--- src/rtl/gray_pkg.sv ---
// ============================================================================
// Module      : gray_pkg
// Description : Shared Gray-code helpers and width limits for Gray counters.
// Revision    : 1.0 - initial release
// ============================================================================
`default_nettype none

package gray_pkg;

    localparam int GRAY_N_MIN = 2;
    localparam int GRAY_N_MAX = 16;

    // Operands are zero-extended to GRAY_N_MAX; callers truncate the result.
    function automatic logic [GRAY_N_MAX-1:0] bin2gray(input logic [GRAY_N_MAX-1:0] b);
        return b ^ (b >> 1);
    endfunction

    function automatic logic [GRAY_N_MAX-1:0] gray2bin(input logic [GRAY_N_MAX-1:0] g);
        logic [GRAY_N_MAX-1:0] b;
        b[GRAY_N_MAX-1] = g[GRAY_N_MAX-1];
        for (int i = GRAY_N_MAX-2; i >= 0; i--) begin
            b[i] = b[i+1] ^ g[i];
        end
        return b;
    endfunction

endpackage : gray_pkg

`default_nettype wire

--- src/rtl/gray2bin_n.sv ---
// ============================================================================
// Module      : gray2bin_n
// Description : Purely combinational N-bit Gray-to-binary decoder.
// Revision    : 1.0 - initial release
// ============================================================================
`default_nettype none

module gray2bin_n
    import gray_pkg::*;
#(
    parameter int N = 4
) (
    input  logic [N-1:0] g_i,
    output logic [N-1:0] b_o
);

    assign b_o = N'(gray2bin(GRAY_N_MAX'(g_i)));

endmodule : gray2bin_n

`default_nettype wire

--- src/rtl/gray_updn_counter.sv ---
// ============================================================================
// Module      : gray_updn_counter
// Description : Loadable up/down counter with registered Gray and binary
//               outputs and a one-cycle WRAP pulse. Define
//               GRAY_UPDN_COUNTER_SAT_EN to saturate at the limits instead
//               (WRAP then flags a blocked step).
// Revision    : 1.0 - initial release
// ============================================================================
`default_nettype none

module gray_updn_counter
    import gray_pkg::*;
#(
    parameter int N = 4
) (
    input  logic         CLK,
    input  logic         _RST,
    input  logic         _E,
    input  logic         UP,
    input  logic         _LD,
    input  logic [N-1:0] D,
    output logic [N-1:0] G,
    output logic [N-1:0] B,
    output logic         WRAP
);

    localparam logic [N-1:0] C_MAX = '1;

    logic [N-1:0] cnt_q, cnt_d;
    logic [N-1:0] gray_q, gray_d;
    logic         wrap_q, wrap_d;
    logic         at_limit;
    logic [N-1:0] dec_w;

    assign at_limit = UP ? (cnt_q == C_MAX) : (cnt_q == '0);

    always_comb begin
        cnt_d  = cnt_q;
        wrap_d = 1'b0;
        if (!_LD) begin
            cnt_d = D;
        end else if (!_E) begin
`ifdef GRAY_UPDN_COUNTER_SAT_EN
            // A blocked step holds the count and reports "limit hit".
            if (at_limit) begin
                wrap_d = 1'b1;
            end else begin
                cnt_d = UP ? cnt_q + 1'b1 : cnt_q - 1'b1;
            end
`else
            cnt_d  = UP ? cnt_q + 1'b1 : cnt_q - 1'b1;
            wrap_d = at_limit;
`endif
        end
    end

    assign gray_d = N'(bin2gray(GRAY_N_MAX'(cnt_d)));

    always_ff @(posedge CLK) begin
        if (!_RST) begin
            cnt_q  <= '0;
            gray_q <= '0;
            wrap_q <= 1'b0;
        end else begin
            cnt_q  <= cnt_d;
            gray_q <= gray_d;
            wrap_q <= wrap_d;
        end
    end

    assign B    = cnt_q;
    assign G    = gray_q;
    assign WRAP = wrap_q;

    gray2bin_n #(.N(N)) u_gray_dec (
        .g_i (gray_q),
        .b_o (dec_w)
    );

    a_gray_consistent: assert property (@(posedge CLK) disable iff (!_RST) dec_w == cnt_q);

endmodule : gray_updn_counter

`default_nettype wire

--- config.mk ---
export PLATFORM = sky130hd
export DESIGN_NAME = gray_updn_counter
export DESIGN_NICKNAME = d
export VERILOG_FILES = /design/src/rtl/gray_pkg.sv /design/src/rtl/gray2bin_n.sv /design/src/rtl/gray_updn_counter.sv
export SDC_FILE = /design/constraint.sdc
export NUM_CORES = 1
export LEC_CHECK = 0
export CORE_AREA = 2 2 39 41
export CTS_BUF_LIST = sky130_fd_sc_hd__clkbuf_4 sky130_fd_sc_hd__clkbuf_8 sky130_fd_sc_hd__clkbuf_16
export DETAILED_ROUTE_END_ITERATION = 8
export DIE_AREA = 0 0 41 43
export PLACE_DENSITY = 0.68
export SYNTH_ARGS = -nofsm -noshare
export SYNTH_HDL_FRONTEND = slang
export SYNTH_SLANG_ARGS = --single-unit
--- constraint.sdc ---
create_clock -name CLK -period 2.3 [get_ports CLK]
set_input_delay 0.23 -clock CLK [delete_from_list [all_inputs] [get_ports CLK]]
set_output_delay 0.23 -clock CLK [all_outputs]
set_load 0.02 [all_outputs]
==> flow_metrics.py <==
metrics = {
    "placed_design": {
        "place_ws_ns": 0.105,
        "port_buffers": 17,
        "dp_cells": 88,
        "detailed_place.area_um2": 698,
        "gp_routability_congestion": 0.741,
        "final_hpwl_from_detailed_placement_um": 836,
    },
    "yosys": {
        "synthDominantCellAreaShare_pct": 31.8,
        "synth_area_um2": 504,
        "yosys.cell_types.count": 29,
        "synth-seq-cells": 8,
        "synth.yosys.seq_area_share_pct": 31.8,
        "syn-num-nets": 66,
        "synth.top_cells.by_area": "dfxtp_1, ha_1, a21oi_1",
        "synth_warnings": 0,
        "area_leader_netlist": "dfxtp_1",
        "post_synthesis_mean_instance_area_um2": 9.34,
        "syn_inst": 54,
    },
    "clock_tree": {
        "cts_sink_count": 8,
        "htree_num_levels": 1,
        "clockRootBuffer": "clkbuf_4",
        "post_cts.resized_instances": 0,
        "num_cts_buffers": 3,
        "number_of_setup_buffers_added_after_cts": 0,
        "holdBufCountCts": 0,
        "clock_tree.buffer_depth": 2,
        "cts.reportedPaths.clkPinSlew_ns": 0.05,
        "clock_latency_at_the_later_pin_of_the_worst_skew_pair_ns": 0.26,
        "cts_tree": "done",
    },
    "global_routing": {
        "grt_remaining_overflow": 0,
        "grt_pass1_vias": 402,
        "maximum_number_of_pins_on_one_net_before_global_route_repair": 11,
        "gr-usage-all-layers_pct": 14.6,
        "grt_antenna_before_repair": 0,
        "wire_length_of_the_first_global_routing_pass_um": 1690,
    },
    "timing": {
        "timing.final.crit_share_pct": 84.2,
        "fin_tns_setup_ns": 0,
        "maxClockFrequency_mhz": 516,
        "hold_violations": 0,
        "worst_slew_margin_rel_pct": 77.2,
        "timing_worst_slew_pin_value_ns": 0.340,
        "final_critical_path_setup_slack_ns": 0.363,
        "fin_skew_ns": 0.00399,
        "final_max_slew_viol_count": 0,
        "rsz0062_at_grt": "false",
        "final_number_of_setup_violating_endpoints": 0,
        "timing.final.crit_period_ns": 1.94,
    },
    "critical_path": {
        "critical_path.endpoint_type": "flip-flop",
        "path_class": "input port to flip-flop",
        "critical_path.cell_chain": "clkdlybuf4s50_1 > inv_1 > fa_1 > xor2_1 > o211ai_1 > a21oi_1 > mux2_4",
        "timing.critical_path.arrival_ns": 2.08,
        "crit_path_start_kind": "input port",
        "cp.required_ns": 2.45,
        "cpMaxStageDelayCell": "clkdlybuf4s50_1",
        "timing.critical_path.fanout_max": 5,
        "register_to_register_setup_slack_ns": 0.45,
        "crit_path_max_incr_delay_ns": 0.48,
    },
    "floorplan": {
        "die-area_mm2": 0.00176,
        "floorplan.io_pins": 18,
        "die_width_um": 41,
        "initial_core_util_pct": 36.4,
        "core-area_mm2": 0.00138,
        "rows": 14,
        "die_span_y_um": 43,
    },
    "drt": {
        "route.vias.total": 460,
        "route.detailed.drc": 0,
        "wire_per_inst_um": 12.0,
        "postRouteAntennaNets": 0,
        "drt-initial-drc-count": 8,
        "routed_wirelength_um": 1090,
        "dr.pass1.iters": 4,
        "routed_via_density": 5.05,
    },
    "flow_run": {
        "maxCapViolCount": 0,
    },
    "pwr": {
        "power.switching_mw": 0.129,
        "internal_power_mw": 0.294,
        "combinational_power_share_pct": 35.0,
        "powerDensity_mw_per_mm2": 586,
        "switching_share_pct": 30.4,
        "power.sequential.fraction_pct": 39.7,
        "pwr-share-clk_pct": 25.3,
        "vdd_ir_drop_max_mv": 0.391,
        "leakagePower_nw": 0.299,
    },
    "min_path": {
        "timing.hold.worst.class": "input port to flip-flop",
    },
    "status": {
        "outcome": "complete, no violations",
    },
    "finish": {
        "post_route_cells_drive_above_1_share_pct": 18.7,
        "final_util_pct": 52.1,
        "final_cells": 91,
        "antenna-diode-count": 0,
        "area_growth_pct": 42.9,
        "nNetsFinal": 89,
        "layout_common_cells": "clkdlybuf4s50_1, dfxtp_1, nor2_1",
        "post-route-cell-area_um2": 721,
        "mostFrequentLayoutCell": "clkdlybuf4s50_1",
    },
}
-- per-stage QoR --
stage	power (mW)	hold slack (ns)
after floorplan	0.256	0.355
after global placement	0.316	0.692
after CTS	0.428	0.585
after detailed placement	0.318	0.674
final	0.422	0.589
after global routing	0.449	0.605
-- cell type report --
class                      count  area [um2]
clock buffer                   3        22.5
sequential                     8         160
inverter                       3        11.3
multi-input combinational     40         307
fill                         130         663
timing repair buffer          21         200
tap                           16        20.0
-- logic make-up (layout without fill, tap and decap cells) --
| group | after synthesis | in the layout | synth area share [%] |
|---|---|---|---|
| buf+inv | 6 | 27 | 7.44 |
| xor+xnor | 3 | 3 | 5.21 |
| simple gates | 21 | 21 | 24.8 |
| flops | 8 | 8 | 31.8 |
| fa+ha+maj | 3 | 3 | 8.93 |
| mux | 4 | 4 | 9.18 |
| compound gates | 9 | 9 | 12.7 |
-- critical path, delay by kind of cell --
kind,cells,cell delay (ns)
buf+inv,2,0.58
compound gates,2,0.46
fa+ha+maj,1,0.39
mux,1,0.27
xor+xnor,1,0.16
-- state kept, by name, summed over array words and instances (netlist names) --
| name | cells |
|---|---|
| B | 4 |
| G | 3 |
| WRAP | 1 |
-- power by group through the flow --
| stage | Sequential [mW] | Clock (mW) | Combinational [mW] |
|---|---|---|---|
| 2_1_floorplan | 0.185 | 0 | 0.0712 |
| 3_3_place_gp | 0.170 | 0 | 0.146 |
| 3_5_place_dp | 0.170 | 0 | 0.148 |
| 4_1_cts | 0.168 | 0.111 | 0.149 |
| 5_1_grt | 0.170 | 0.121 | 0.159 |
| 6_report | 0.168 | 0.107 | 0.148 |
-- per-layer routing --
metal	wire length, um	track usage [%]	up-vias
li1	-	-	234
met1	489	17.2	216
met2	545	20.9	10
met3	54	8.38	0
met4	0	6.00	0
met5	0	0	-
-- worst paths after layout --
check                           from   end  cells past startpoint
worst max-delay path              UP  G[2]                      7
worst min-delay path            _RST  WRAP                      3
worst max register to register  B[0]  G[2]                      5
worst min register to register  B[2]  WRAP                      4
-- cell usage after synthesis, drive strengths merged --
cell type and instances:
a21o 1, a21oi 4, a221oi 1, a22oi 1, and3 2, buf 3, dfxtp 8, fa 1
ha 2, inv 3, mux2 2, mux2i 2, nand2 1, nand3 3, nand3b 1, nand4 1
nand4bb 1, nor2 5, nor3 3, nor4 1, o211ai 1, o21ai 1, or2b 2, or4b 1
xnor2 2, xor2 1
No activity file was read; power rests on OpenSTA's default activity.
